<file path="src/rtl/imem_loader_pkg.sv">
// Shared definitions for the instruction-memory loader: FSM encoding and stream framing.
package imem_loader_pkg;

  typedef enum logic [2:0] {
    StIdle,
    StLen0,
    StLen1,
    StData,
    StWrite,
    StDone,
    StErr
  } state_e;

  // The first length byte on the stream is the low byte of the word count.
  localparam bit LenLoFirst = 1'b1;

  localparam int unsigned NumLanes = 4;
  localparam int unsigned LaneW    = $clog2(NumLanes);

  function automatic logic is_loading(state_e s);
    return (s == StLen0) || (s == StLen1) || (s == StData);
  endfunction

endpackage

</file>
<file path="src/rtl/imem_loader_timeout.sv">
// Idle-cycle watchdog for the loader: counts cycles without a byte transfer and saturates.
module loader_timeout #(
  parameter int unsigned Limit = 65535
) (
  input  logic clk_i,
  input  logic rst_ni,
  input  logic clear_i,
  input  logic enable_i,
  output logic expired_o
);

  localparam int unsigned CntW = (Limit > 0) ? $clog2(Limit + 1) : 1;
  localparam logic [CntW-1:0] LimitC = CntW'(Limit);

  logic [CntW-1:0] count_q;

  always_ff @(posedge clk_i or negedge rst_ni) begin
    if (!rst_ni) begin
      count_q <= '0;
    end else if (clear_i) begin
      count_q <= '0;
    end else if (enable_i && (count_q != LimitC)) begin
      count_q <= count_q + 1'b1;
    end
  end

  assign expired_o = (count_q == LimitC);

endmodule

</file>
<file path="src/rtl/imem_loader.sv">
// Byte-stream program loader: frames a length-prefixed image into 32-bit words, writes them
// to the instruction memory and holds the core in reset until a clean image is in place.
module imem_loader
  import imem_loader_pkg::*;
#(
  parameter int unsigned ADDR_WIDTH = 8,
  parameter logic [31:0] BASE_ADDR  = 32'h0,
  parameter int unsigned TIMEOUT    = 65535
) (
  input  logic                  CLK,
  input  logic                  RESET,
  input  logic                  start,
  input  logic [7:0]            rx_data,
  input  logic                  rx_valid,
  output logic                  rx_ready,
  output logic                  imem_we,
  output logic [31:0]           imem_addr,
  output logic [31:0]           imem_wdata,
  output logic                  core_hold,
  output logic                  busy,
  output logic                  done,
  output logic                  error,
  output logic [ADDR_WIDTH:0]   words_loaded
);

  localparam logic [31:0] MaxWords = 32'd1 << ADDR_WIDTH;

  state_e              state_q, state_d;
  logic [15:0]         len_q, len_d;
  logic [15:0]         len_full;
  logic [LaneW-1:0]    lane_q, lane_d;
  logic [31:0]         wdata_q, wdata_d;
  logic [31:0]         addr_q, addr_d;
  logic [ADDR_WIDTH:0] words_q, words_d;

  logic rx_ready_q, imem_we_q, core_hold_q, busy_q, done_q, error_q;
  logic transfer, start_ok, tmo_expired;

  assign transfer = rx_valid & rx_ready_q;
  assign start_ok = start & ((state_q == StIdle) | (state_q == StDone) | (state_q == StErr));
  assign len_full = LenLoFirst ? {rx_data, len_q[7:0]} : {len_q[15:8], rx_data};

  loader_timeout #(
    .Limit (TIMEOUT)
  ) u_timeout (
    .clk_i     (CLK),
    .rst_ni    (RESET),
    .clear_i   (transfer | start_ok),
    .enable_i  (is_loading(state_q) & ~transfer),
    .expired_o (tmo_expired)
  );

  always_comb begin
    state_d = state_q;
    len_d   = len_q;
    lane_d  = lane_q;
    wdata_d = wdata_q;
    addr_d  = addr_q;
    words_d = words_q;

    unique case (state_q)
      StIdle, StDone, StErr: begin
        if (start) begin
          state_d = StLen0;
          words_d = '0;
          addr_d  = BASE_ADDR;
          lane_d  = '0;
        end
      end
      StLen0: begin
        if (tmo_expired) begin
          state_d = StErr;
        end else if (transfer) begin
          if (LenLoFirst) len_d[7:0]  = rx_data;
          else            len_d[15:8] = rx_data;
          state_d = StLen1;
        end
      end
      StLen1: begin
        if (tmo_expired) begin
          state_d = StErr;
        end else if (transfer) begin
          len_d  = len_full;
          lane_d = '0;
          if (len_full == 16'd0) begin
            state_d = StDone;
          end else if (32'(len_full) > MaxWords) begin
            // Oversized image is rejected before anything touches the memory.
            state_d = StErr;
          end else begin
            state_d = StData;
          end
        end
      end
      StData: begin
        if (tmo_expired) begin
          state_d = StErr;
        end else if (transfer) begin
          wdata_d[8*lane_q +: 8] = rx_data;
          lane_d = lane_q + 1'b1;
          if (lane_q == LaneW'(NumLanes - 1)) state_d = StWrite;
        end
      end
      StWrite: begin
        words_d = words_q + 1'b1;
        addr_d  = addr_q + 32'd4;
        if ((32'(words_q) + 32'd1) == 32'(len_q)) state_d = StDone;
        else                                       state_d = StData;
      end
      default: state_d = StIdle;
    endcase
  end

  // Status outputs are registered from the next state so they line up with state_q.
  always_ff @(posedge CLK or negedge RESET) begin
    if (!RESET) begin
      state_q     <= StIdle;
      len_q       <= '0;
      lane_q      <= '0;
      wdata_q     <= '0;
      addr_q      <= BASE_ADDR;
      words_q     <= '0;
      rx_ready_q  <= 1'b0;
      imem_we_q   <= 1'b0;
      core_hold_q <= 1'b1;
      busy_q      <= 1'b0;
      done_q      <= 1'b0;
      error_q     <= 1'b0;
    end else begin
      state_q     <= state_d;
      len_q       <= len_d;
      lane_q      <= lane_d;
      wdata_q     <= wdata_d;
      addr_q      <= addr_d;
      words_q     <= words_d;
      rx_ready_q  <= is_loading(state_d);
      imem_we_q   <= (state_d == StWrite);
      core_hold_q <= (state_d != StDone);
      busy_q      <= is_loading(state_d) | (state_d == StWrite);
      done_q      <= (state_d == StDone);
      error_q     <= (state_d == StErr);
    end
  end

  assign rx_ready     = rx_ready_q;
  assign imem_we      = imem_we_q;
  assign imem_addr    = addr_q;
  assign imem_wdata   = wdata_q;
  assign core_hold    = core_hold_q;
  assign busy         = busy_q;
  assign done         = done_q;
  assign error        = error_q;
  assign words_loaded = words_q;

endmodule

</file>
<file path="config.mk">
export PLATFORM = sky130hd
export DESIGN_NAME = imem_loader
export DESIGN_NICKNAME = d
export VERILOG_FILES = /design/src/rtl/imem_loader_pkg.sv /design/src/rtl/imem_loader_timeout.sv /design/src/rtl/imem_loader.sv
export SDC_FILE = /design/constraint.sdc
export NUM_CORES = 1
export LEC_CHECK = 0
export BUFFER_PORTS_ARGS = -buffer_cell sky130_fd_sc_hd__buf_2
export CORE_MARGIN = 5
export CORE_UTILIZATION = 57
export CTS_CLUSTER_DIAMETER = 60
export DETAILED_ROUTE_END_ITERATION = 8
export PLACE_DENSITY = 0.8
export SLEW_MARGIN = 20
export SYNTH_ARGS = -nofsm -noshare
export SYNTH_HDL_FRONTEND = slang
export SYNTH_SLANG_ARGS = --single-unit
</file>
<file path="constraint.sdc">
create_clock -name CLK -period 3.28 [get_ports CLK]
set_clock_uncertainty 0.15 [all_clocks]
set_input_delay 0.164 -clock CLK [delete_from_list [all_inputs] [get_ports CLK]]
set_output_delay 0.164 -clock CLK [all_outputs]
set_load 0.05 [all_outputs]
</file>
Yosys cells after proc, flatten, opt, wreduce, memory -nomap -nowiden:

Cells that the tools add are included.

* $add $sub $neg: 6
* equality and inequality tests: 22
* bitwise logic cells: 11
* multiplexer cells: 30
* reduce and logical (&&, ||, !) cells: 16
* magnitude comparators: 1
* shift-type cells: 2

Operators by type and width (number)
* $mux W16: 4
* $pmux W32 S2: 1
* $neg A5 Y34: 1
* $shift A8 B34 Y32 const A: 1
* $shiftx A8 B34 Y32: 1
* $mux W3: 11
* $add A32 B3 Y32 const B: 1
* $bwmux W32: 1
* $mux W32: 1
* $pmux W16 S2: 1
* $eq A3 B3 Y1 const B: 6
* $pmux W9 S2: 1
* $add A16 B1 Y16 const B: 1
* $eq A10 B16 Y1: 1
* $eq A16 B16 Y1 const B: 1
* $gt A16 B9 Y1 const B: 1
* $logic_not A16 Y1: 1
* $mux W8: 2
* $ne A16 B16 Y1 const B: 1
* $pmux W3 S5: 1
* $eq A3 B2 Y1 const B: 4
* $add A9 B1 Y10 const B: 1
* $mux W2: 5
* $ne A2 B2 Y1 const B: 5
* other kinds (20): 34

* word-level logic and storage cells: 102
* input port bits: 12
* bits in registers: 116
* output and inout bits: 79

Depth between registers and ports, before layout:

Gate-level depths: netlist (run 1).

* depth in word-level cells: 10
* mapped depth: 9
* mapped depth without buffers: 7

Cells and area by module:

From an unflattened synthesis (run 1), not the netlist that was laid out.

* cell total of the unflattened synthesis: 618
* area total of the unflattened synthesis: 5831.8 µm²

Modules (own cells, without submodules)
* imem_loader: cells each 515, instances 1, area each 4894.7 µm²
* loader_timeout: cells each 103, instances 1, area each 937.1 µm²

Worst setup path after synthesis (run 1):

No wires, ideal clock.

* path type: register to register
* from: reg words_q[0] (netlist: words_loaded[0])
* to: reg busy_q (netlist: busy)
* path buffers: 1
* arrival: 2.527 ns
* clock period less this slack: 2.802 ns
* setup time: 0.125 ns
* path slack: 0.478 ns
* cell stages (with the launch flop): 9
* path through: dfrtp_1 -> ha_1 -> clkbuf_1 -> nand3_1 -> o21ai_0 -> nor4b_1 -> nor4b_1 -> a41oi_1 -> mux2_2

* longest elaborated chain between the ends: 8

RTL lines
* start, declared: RTL line imem_loader.sv:34 `logic [ADDR_WIDTH:0] words_q, words_d;`
* start signal, assigned: RTL line imem_loader.sv:135 `words_q <= words_d;`
* $add A9 B1 Y10 *: RTL line imem_loader.sv:107 `if ((32'(words_q) + 32'd1) == 32'(len_q)) state_d = StDone;`
* $eq A10 B16 Y1 *: RTL line imem_loader.sv:107
* $mux W3 *: RTL line imem_loader.sv:107
* $pmux W3 S5 *: RTL line imem_loader.sv:61 `unique case (state_q)`
* $eq A3 B1 Y1 / $eq A3 B2 Y1 (equally long branches): RTL line imem_loader_pkg.sv:21 `return (s == StLen0) || (s == StLen1) || (s == StData);`
* $logic_or A1 B1 Y1 (2 in series): RTL line imem_loader_pkg.sv:21
* $or A1 B1 Y1 *: RTL line imem_loader.sv:139 `busy_q <= is_loading(state_d) | (state_d == StWrite);`
* end signal, assigned: RTL line imem_loader.sv:139
* end, declared: RTL line imem_loader.sv:36 `logic rx_ready_q, imem_we_q, core_hold_q, busy_q, done_q, error_q;`

Mark *: on every way between the ends. The rest lies on a longest branch, timed or not.
A chain may end at the register's enable or synchronous reset.

Final worst setup path (run 1):

* from: reg state_q[2]
* to: reg addr_q[31] (netlist: imem_addr[31])

* longest elaborated chain between the ends: 4

RTL lines
* start, declared: RTL line imem_loader.sv:28 `state_e state_q, state_d;`
* start signal, assigned: RTL line imem_loader.sv:117 `state_q <= StIdle;`
* start signal, assigned: RTL line imem_loader.sv:130 `state_q <= state_d;`
* $eq A3 B3 Y1 / $logic_not A3 Y1 (equally long branches): RTL line imem_loader.sv:61
* $reduce_or A3 Y1: RTL line imem_loader.sv:61
* $ne A2 B2 Y1 (no line) / $reduce_bool A2 Y1 (equally long branches)
* $reduce_and A2 Y1 (no line)
* end signal, assigned: RTL line imem_loader.sv:134 `addr_q <= addr_d;`
* end, declared: RTL line imem_loader.sv:33 `logic [31:0] addr_q, addr_d;`

Several ways; a longest one is shown, not always the timed one.

==> metrics.md, run 1 <==
| Metric | Value |
|---|---|
| Leakage | approximately 3.3 nW |
| Portion of the post-synthesis area used by sequential elements | roughly half |
| Via count of the first global-routing pass | 4982 |
| Endpoint type of the worst setup path | register |
| Clock root cell | sky130_fd_sc_hd__clkbuf_8 |
| CTS HTree Levels | 4 |
| Number of antenna repair diodes | 0 |
| Data required, critical path | 3530 ps |
| Detailed-route via count | 5047 |
| Clock latency on the worst-skew pair | 530 ps |
| Wire length of the first global-routing pass | 24.5 mm |
| Floorplan die height | 110 µm |
| Core region area | 0.00977 mm² |
| Detail Route Antenna Nets | 0 |
| Pin count of the biggest net entering global routing | 83 |
| # Post-CTS Setup Buffers | 0 |
| Post-route clock period utilization | a little under nine tenths |
| Worst-Margin Slew | 941 ps |
| Gp weighted congestion | 0.890 |
| Number of synthesized flops with an enable pin | 0 |
| Outcome | completed |
| Clock transition at path regs | 60 ps |
| Starting density of the core | 58.3% |
| Largest family of logic cells by synthesized area | simple AND/OR/NAND/NOR gates |
| Final wirelength | 14.7 mm |
| Register bit count reported by yosys | 114 |
| Yosys top cell area share | between 40% and 50% |
| Detailed-route vias per instance | slightly below 6 |
| Synth cell types | 54 |
| Cell types with the largest area share after synthesis | sky130_fd_sc_hd__dfrtp_1 50%, sky130_fd_sc_hd__nand2_1 7.8%, sky130_fd_sc_hd__o21ai_0 7.4% |
| Post-synthesis cell area | 0.00570 mm² |
| Total clock sinks | 114 |
| Most frequent cell after synthesis | sky130_fd_sc_hd__nand2_1 |
| Adder and majority gate portion of the synthesized area | under 10% |
| Antenna violations before repair | 0 |
| Complex-gate fraction of the synthesized area | 13.8% |
| Worst slack, placed | 449 ps |
| Data arrival time of the worst path | 3060 ps |
| DRC violation count after routing | 0 |
| Max_cap viols | 0 |
| Growth of design area from synthesis to finish | 22.0% |
| Total overflow reported by the global router | 0 |
| Total clock buffers created by CTS | 17 |
| Violation count after the first detailed-route iteration | 385 |
| Mean instance size in the synthesized netlist | 9.34 µm² |
| Die boundary width | between 100 and 150 µm |
| Achievable clock frequency | between 300 and 400 MHz |
| Clock Tree Buf Depth | 2 |
| Type of the worst min-delay path | input pin to register |
| Biggest fanout along the worst timing path | 11 |
| Final critical delay including setup and external delays | 2810 ps |
| Multiplexer area fraction after synthesis | 4.44% |
| Hpwl dp | 9.35 mm |
| Yosys Warn Count | 0 |
| Element type at the critical path start | register |
| Cell accounting for the most synthesized area | sky130_fd_sc_hd__dfrtp_1 |
| # nets final | roughly 730 |
| PortBufs | slightly below 90 |
| Simple-gate share of the synthesized area | 23.2% |
| Leading post-synthesis cells by instance count | 119 x sky130_fd_sc_hd__nand2_1, 113 x sky130_fd_sc_hd__dfrtp_1, 84 x sky130_fd_sc_hd__o21ai_0 |
| Worst setup margin | 468 ps |
| Count of pins on the block boundary | slightly above 90 |
| Count of mapped cells out of synthesis | between 600 and 700 |
| RSZ-0062 raised after global routing | false |
| WL/cell | 17.3 µm |
| Placement Rows | 36 |
| Setup tns final | 0 ps |
| Tot GR Track Use | 25.8% |
| Count of TritonRoute iterations in the first routing pass | 5 |
| Fraction of final layout cells sized beyond drive strength 1 | 21.8% |
| Peak supply drop | 0.473 mV |
| Final number of hold-violating endpoints | 0 |
| Pwr dens | 759 mW/mm² |
| Total of endpoints with negative setup slack in the final report | 0 |
| Fraction of synthesized cell area in xor and xnor cells | 3.54% |
| Clock tree from TritonCTS | yes |
| Proportion of synthesized flip-flops having asynchronous set or reset | 100% |
| Crit path kind | register to register |
| Headroom to the max-slew limit | 37.1% |
| Max Slew Vio Count | 0 |
| Floorplan die area | between 0.01 and 0.015 mm² |
| Most frequently used flop master after synthesis | sky130_fd_sc_hd__dfrtp_1 |
==> layout by cell type, fill, tap and decap left out, types with 7 or more instances in the layout <==
cell type | netlist | final
sky130_fd_sc_hd__a21oi_1 | 9 | 9
sky130_fd_sc_hd__a31oi_1 | 7 | 7
sky130_fd_sc_hd__and3_1 | 10 | 10
sky130_fd_sc_hd__buf_2 | 9 | 87
sky130_fd_sc_hd__buf_4 | 2 | 7
sky130_fd_sc_hd__clkbuf_16 | 0 | 16
sky130_fd_sc_hd__dfrtp_1 | 113 | 113
sky130_fd_sc_hd__dlygate4sd3_1 | 0 | 9
sky130_fd_sc_hd__ha_1 | 9 | 9
sky130_fd_sc_hd__inv_1 | 10 | 10
sky130_fd_sc_hd__mux2_2 | 18 | 18
sky130_fd_sc_hd__nand2_1 | 119 | 119
sky130_fd_sc_hd__nand3_1 | 24 | 24
sky130_fd_sc_hd__nand4_1 | 21 | 21
sky130_fd_sc_hd__nor2_1 | 40 | 40
sky130_fd_sc_hd__nor3_1 | 7 | 7
sky130_fd_sc_hd__o21ai_0 | 84 | 84
sky130_fd_sc_hd__o31ai_1 | 7 | 7
sky130_fd_sc_hd__xnor2_1 | 8 | 8
sky130_fd_sc_hd__xor2_1 | 15 | 15
==> power by group <==
part / leakage (nW) / internal [mW] / total, mW / switching, mW
Combinational: 1.42 / 0.496 / 1.51 / 1.01
Sequential: 1.54 / 1.63 / 1.84 / 0.211
Clock: 0.291 / 1.25 / 1.92 / 0.672
Total: 3.25 / 3.38 / 5.28 / 1.89
==> through the flow <==
stage                     hold WS (ps)  std cells  util [%]  power [mW]  cell area (µm²)
after global routing               154        853      71.1        5.54             6950
after CTS                         68.3        853      71.0        5.28             6940
final                             84.4        853      71.1        5.28             6950
after detailed placement           270        812      63.8        3.32             6230
after global placement             251        812      63.8        3.26             6230
after floorplan                   -282        611         -        2.95             5700
==> routing by layer <==
layer  routed length, µm  global-route usage (%)  vias up
li1                    -                       -     2363
met1                6250                    33.8     2478
met2                7310                    42.7      177
met3                 907                    5.82       29
met4                 273                    8.64        0
met5                   0                       0        -
==> repair_timing <==
action / in CTS / in global routing
endpoints found under the hold margin: 127 / 0
hold buffers: 9 / 0
endpoints found under the setup margin: 0 / 1
resized for setup: 0 / 1
==> worst max-delay path: stages (launching register included) <==
cell and delay [ps]:
sky130_fd_sc_hd__dfrtp_1 520, sky130_fd_sc_hd__nor3b_4 290, sky130_fd_sc_hd__nand4_2 200, sky130_fd_sc_hd__or4_1 700
sky130_fd_sc_hd__or2_0 470, sky130_fd_sc_hd__o211ai_2 250, sky130_fd_sc_hd__o31ai_2 90
==> state kept, by name, summed over array words and instances (netlist names) <==
register / count
imem_wdata: 32
imem_addr: 30
len_q: 16
u_timeout.count_q: 16
words_loaded: 9
state_q: 3
lane_q: 2
busy: 1
core_hold: 1
done: 1
error: 1
imem_we: 1
rx_ready: 1
==> final timing paths <==
check	end	startpoint	slack, ps	depth (start not counted)
worst min register to register	imem_wdata[4]	imem_wdata[4]	320	2
min in group asynchronous	words_loaded[2]	RESET	100	2
max in group asynchronous	imem_wdata[24]	RESET	2150	3
worst min-delay path	lane_q[1]	rx_valid	80	5
worst max-delay path	imem_addr[31]	state_q[2]	470	6
worst max register to register	imem_addr[31]	state_q[2]	470	6
==> cell type report <==
class	instances	area, µm²
flip-flops and latches	114	2850
fillers	734	2830
multi-input cells	460	2690
repair buffers	104	589
clock buffers	19	432
clock inverters	13	183
well taps	133	166
inverters	10	37.5
==> kinds of logic after synthesis <==
logic type	Yosys count
other cells	1
fa+ha+maj	9
buf+inv	37
xor+xnor	23
mux	23
compound gates	131
simple gates	272
flops	114
(Power assumes the default switching activity.)
==> inputs of run 2 (changes only) <==
--- a/config.mk
+++ b/config.mk
@@ -7,10 +7,9 @@
 export LEC_CHECK = 0
 export BUFFER_PORTS_ARGS = -buffer_cell sky130_fd_sc_hd__buf_2
 export CORE_MARGIN = 5
-export CORE_UTILIZATION = 57
+export CORE_UTILIZATION = 35
 export CTS_CLUSTER_DIAMETER = 60
 export DETAILED_ROUTE_END_ITERATION = 8
-export PLACE_DENSITY = 0.8
 export SLEW_MARGIN = 20
 export SYNTH_ARGS = -nofsm -noshare
 export SYNTH_HDL_FRONTEND = slang
==> run 2 against run 1 <==
Net effect: sequential power about the same; global-route usage decreased by 9.9 points; flip-flop and latch count unchanged; non-clock buffer count decreased by 2; combinational power decreased by 4%; maximum frequency decreased by 2.2%; critical path type unchanged; largest cell class unchanged.
==> metrics.md, run 2 (synthesis results as in run 1) <==
| Metric | Value |
|---|---|
| Outcome | completed (unchanged) |
| Clock Tree Buf Depth | 2 (unchanged) |
| Pwr dens | 742 mW/mm² (was 759 mW/mm²) |
| Number of placed instances with taps included | 893 (was 812) |
| Placement Rows | 46 (was 36) |
| Final wirelength | 14.4 mm (was 14.7 mm) |
| Count of TritonRoute iterations in the first routing pass | 4 (was 5) |
| Data required, critical path | 3420 ps (was 3530 ps) |
| Fraction of final layout cells sized beyond drive strength 1 | 21.2% (was 21.8%) |
| Reg-to-reg slack, setup | 400 ps (was 470 ps) |
| Floorplan die height | 138 µm (was 110 µm) |
| Headroom to the max-slew limit | 39.3% (was 37.1%) |
| Via count of the first global-routing pass | 4706 (was 4982) |
| Clock latency on the worst-skew pair | 410 ps (was 530 ps) |
| DRC violation count after routing | 0 (unchanged) |
| Growth of design area from synthesis to finish | 23.6% (was 22.0%) |
| Clock root cell | sky130_fd_sc_hd__clkbuf_16 (was sky130_fd_sc_hd__clkbuf_8) |
| Count of pins on the block boundary | 91 (unchanged) |
| Utilization after layout | 44.2% (was 71.1%) |
| Final critical delay including setup and external delays | 2880 ps (was 2810 ps) |
| Post-cts hold buffer count | 9 (unchanged) |
| Max_cap viols | 0 (unchanged) |
| Worst setup path endpoint | busy (was imem_addr[31]) |
| Detail Route Antenna Nets | 0 (unchanged) |
| Clock transition at path regs | 50 ps (was 60 ps) |
| Peak supply drop | 0.383 mV (was 0.473 mV) |
| Gp weighted congestion | 0.846 (was 0.890) |
| Metal1 wirelength | 6.38 mm (was 6.25 mm) |
| PortBufs | 88 (unchanged) |
| Max Slew Vio Count | 0 (unchanged) |
| Die boundary width | 138 µm (was 110 µm) |
| Commonest cells after routing, fill and taps aside | 119 x sky130_fd_sc_hd__nand2_1, 113 x sky130_fd_sc_hd__dfrtp_1, 87 x sky130_fd_sc_hd__buf_2, 84 x sky130_fd_sc_hd__o21ai_0, 40 x sky130_fd_sc_hd__nor2_1 (unchanged) |
| Tot GR Track Use | 16.0% (was 25.8%) |
| # Post-CTS Setup Buffers | 0 (unchanged) |
| Number of antenna repair diodes | 0 (unchanged) |
| Power after layout | 5.23 mW (was 5.28 mW) |
| # nets final | 726 (was 728) |
| Highest signal layer in the routed design | met5 (was met4) |
| Data arrival time of the worst path | 3020 ps (was 3060 ps) |
| Detailed-route via count | 4815 (was 5047) |
| WL/cell | 15.5 µm (was 17.3 µm) |
| Total of endpoints with negative setup slack in the final report | 0 (unchanged) |
| Start point of the critical path | words_loaded[0] (was state_q[2]) |
| Total overflow reported by the global router | 0 (unchanged) |
| CTS HTree Levels | 4 (unchanged) |
| Total clock buffers created by CTS | 17 (unchanged) |
| Total clock sinks | 114 (unchanged) |
| Post-cts sizing count | 0 (unchanged) |
| Endpoint of the worst register-to-register path | busy (was imem_addr[31]) |
| Antenna violations before repair | 2 (was 0) |
| Hpwl dp | 10.1 mm (was 9.35 mm) |
| Pin count of the biggest net entering global routing | 66 (was 83) |
| Met2 Wirelength | 7.05 mm (was 7.31 mm) |
| Detailed-route vias per instance | 5.17 (was 5.92) |
| Post-route clock period utilization | 87.7% (was 85.7%) |
| Met3 wirelength from detailed routing | 617 µm (was 907 µm) |
| Worst flop-to-flop path startpoint | words_loaded[0] (was state_q[2]) |
| Final number of hold-violating endpoints | 0 (unchanged) |
| Starting density of the core | 35.7% (was 58.3%) |
| Number of flip-flops under the largest register name | 32 (unchanged) |
| Setup tns final | 0 ps (unchanged) |
| Worst-Margin Slew | 903 ps (was 941 ps) |
| Wire length of the first global-routing pass | 23.9 mm (was 24.5 mm) |
| Floorplan die area | 0.0189 mm² (was 0.0121 mm²) |
| Achievable clock frequency | 348 MHz (was 356 MHz) |
| Core region area | 0.0159 mm² (was 0.00977 mm²) |
| Leakage | 3.25 nW (about the same) |
| Most frequent standard cell in the layout excluding fill and tap cells | sky130_fd_sc_hd__nand2_1 (unchanged) |
| Worst R2R Path Depth | 7 (was 6) |
| Crit path kind | register to register (unchanged) |
| Endpoint type of the worst setup path | register (unchanged) |
| Min Hold Slack | 147 ps (was 84.4 ps) |
| Non-filler cells in the finished layout | 932 (was 853) |
| Element type at the critical path start | register (unchanged) |
| RSZ-0062 raised after global routing | false (unchanged) |
| Violation count after the first detailed-route iteration | 300 (was 385) |
| Clock tree from TritonCTS | yes (unchanged) |
| Biggest fanout along the worst timing path | 11 (unchanged) |
| Type of the worst min-delay path | input pin to register (unchanged) |
run 2: cell types whose count changed in the layout (fill, tap and decap cells not counted):
cell	change
sky130_fd_sc_hd__buf_12	+1
sky130_fd_sc_hd__buf_4	-2
sky130_fd_sc_hd__buf_6	-1
sky130_fd_sc_hd__clkbuf_16	+1
sky130_fd_sc_hd__clkinv_4	+1
sky130_fd_sc_hd__clkinvlp_4	-2
sky130_fd_sc_hd__inv_6	-2
sky130_fd_sc_hd__nor4b_1	+1
sky130_fd_sc_hd__nor4b_2	-1
run 2: through the flow:
step	setup slack (ps)	instance area (µm²)
4_1_cts	386	7040
2_1_floorplan	478	5700
6_report	404	7040
3_3_place_gp	553	6340
5_1_grt	172	7040
3_5_place_dp	413	6340
run 2: layer usage:
metal	global-route usage, %	vias to the layer above
li1	-	2353
met1	20.1	2324
met2	25.3	100
met3	4.46	34
met4	7.65	4
met5	0	-
run 2: worst max-delay path, cell delays in order, from the launching register on:
cell and delay [ps]:
sky130_fd_sc_hd__dfrtp_1 470, sky130_fd_sc_hd__ha_1 420, sky130_fd_sc_hd__nand3_1 200, sky130_fd_sc_hd__o21ai_0 200, sky130_fd_sc_hd__nor4b_1 260, sky130_fd_sc_hd__nor4b_1 380, sky130_fd_sc_hd__a41oi_1 320, sky130_fd_sc_hd__mux2_2 350
run 2: final cells by class:
cell class / instances / area, µm²
inverter: 10 / 37.5
fill: 1530 / 8900
timing repair buffer: 102 / 583
clock inverter: 10 / 159
multi-input combinational: 460 / 2680
sequential: 114 / 2850
clock buffer: 20 / 457
tap: 216 / 270
run 2: power by group:
part	internal, mW	total (mW)	switching, mW
Clock	1.30	1.91	0.617
Combinational	0.488	1.45	0.958
Sequential	1.63	1.87	0.232
run 2: how the worst min path moves through the flow:
stage	startpoint	end	cells past startpoint
6_report	start	error	6
5_1_grt	start	error	6
4_1_cts	start	error	6
3_5_place_dp	RESET	imem_addr[28]	1
3_3_place_gp	RESET	imem_addr[28]	1
2_1_floorplan	RESET	busy	0
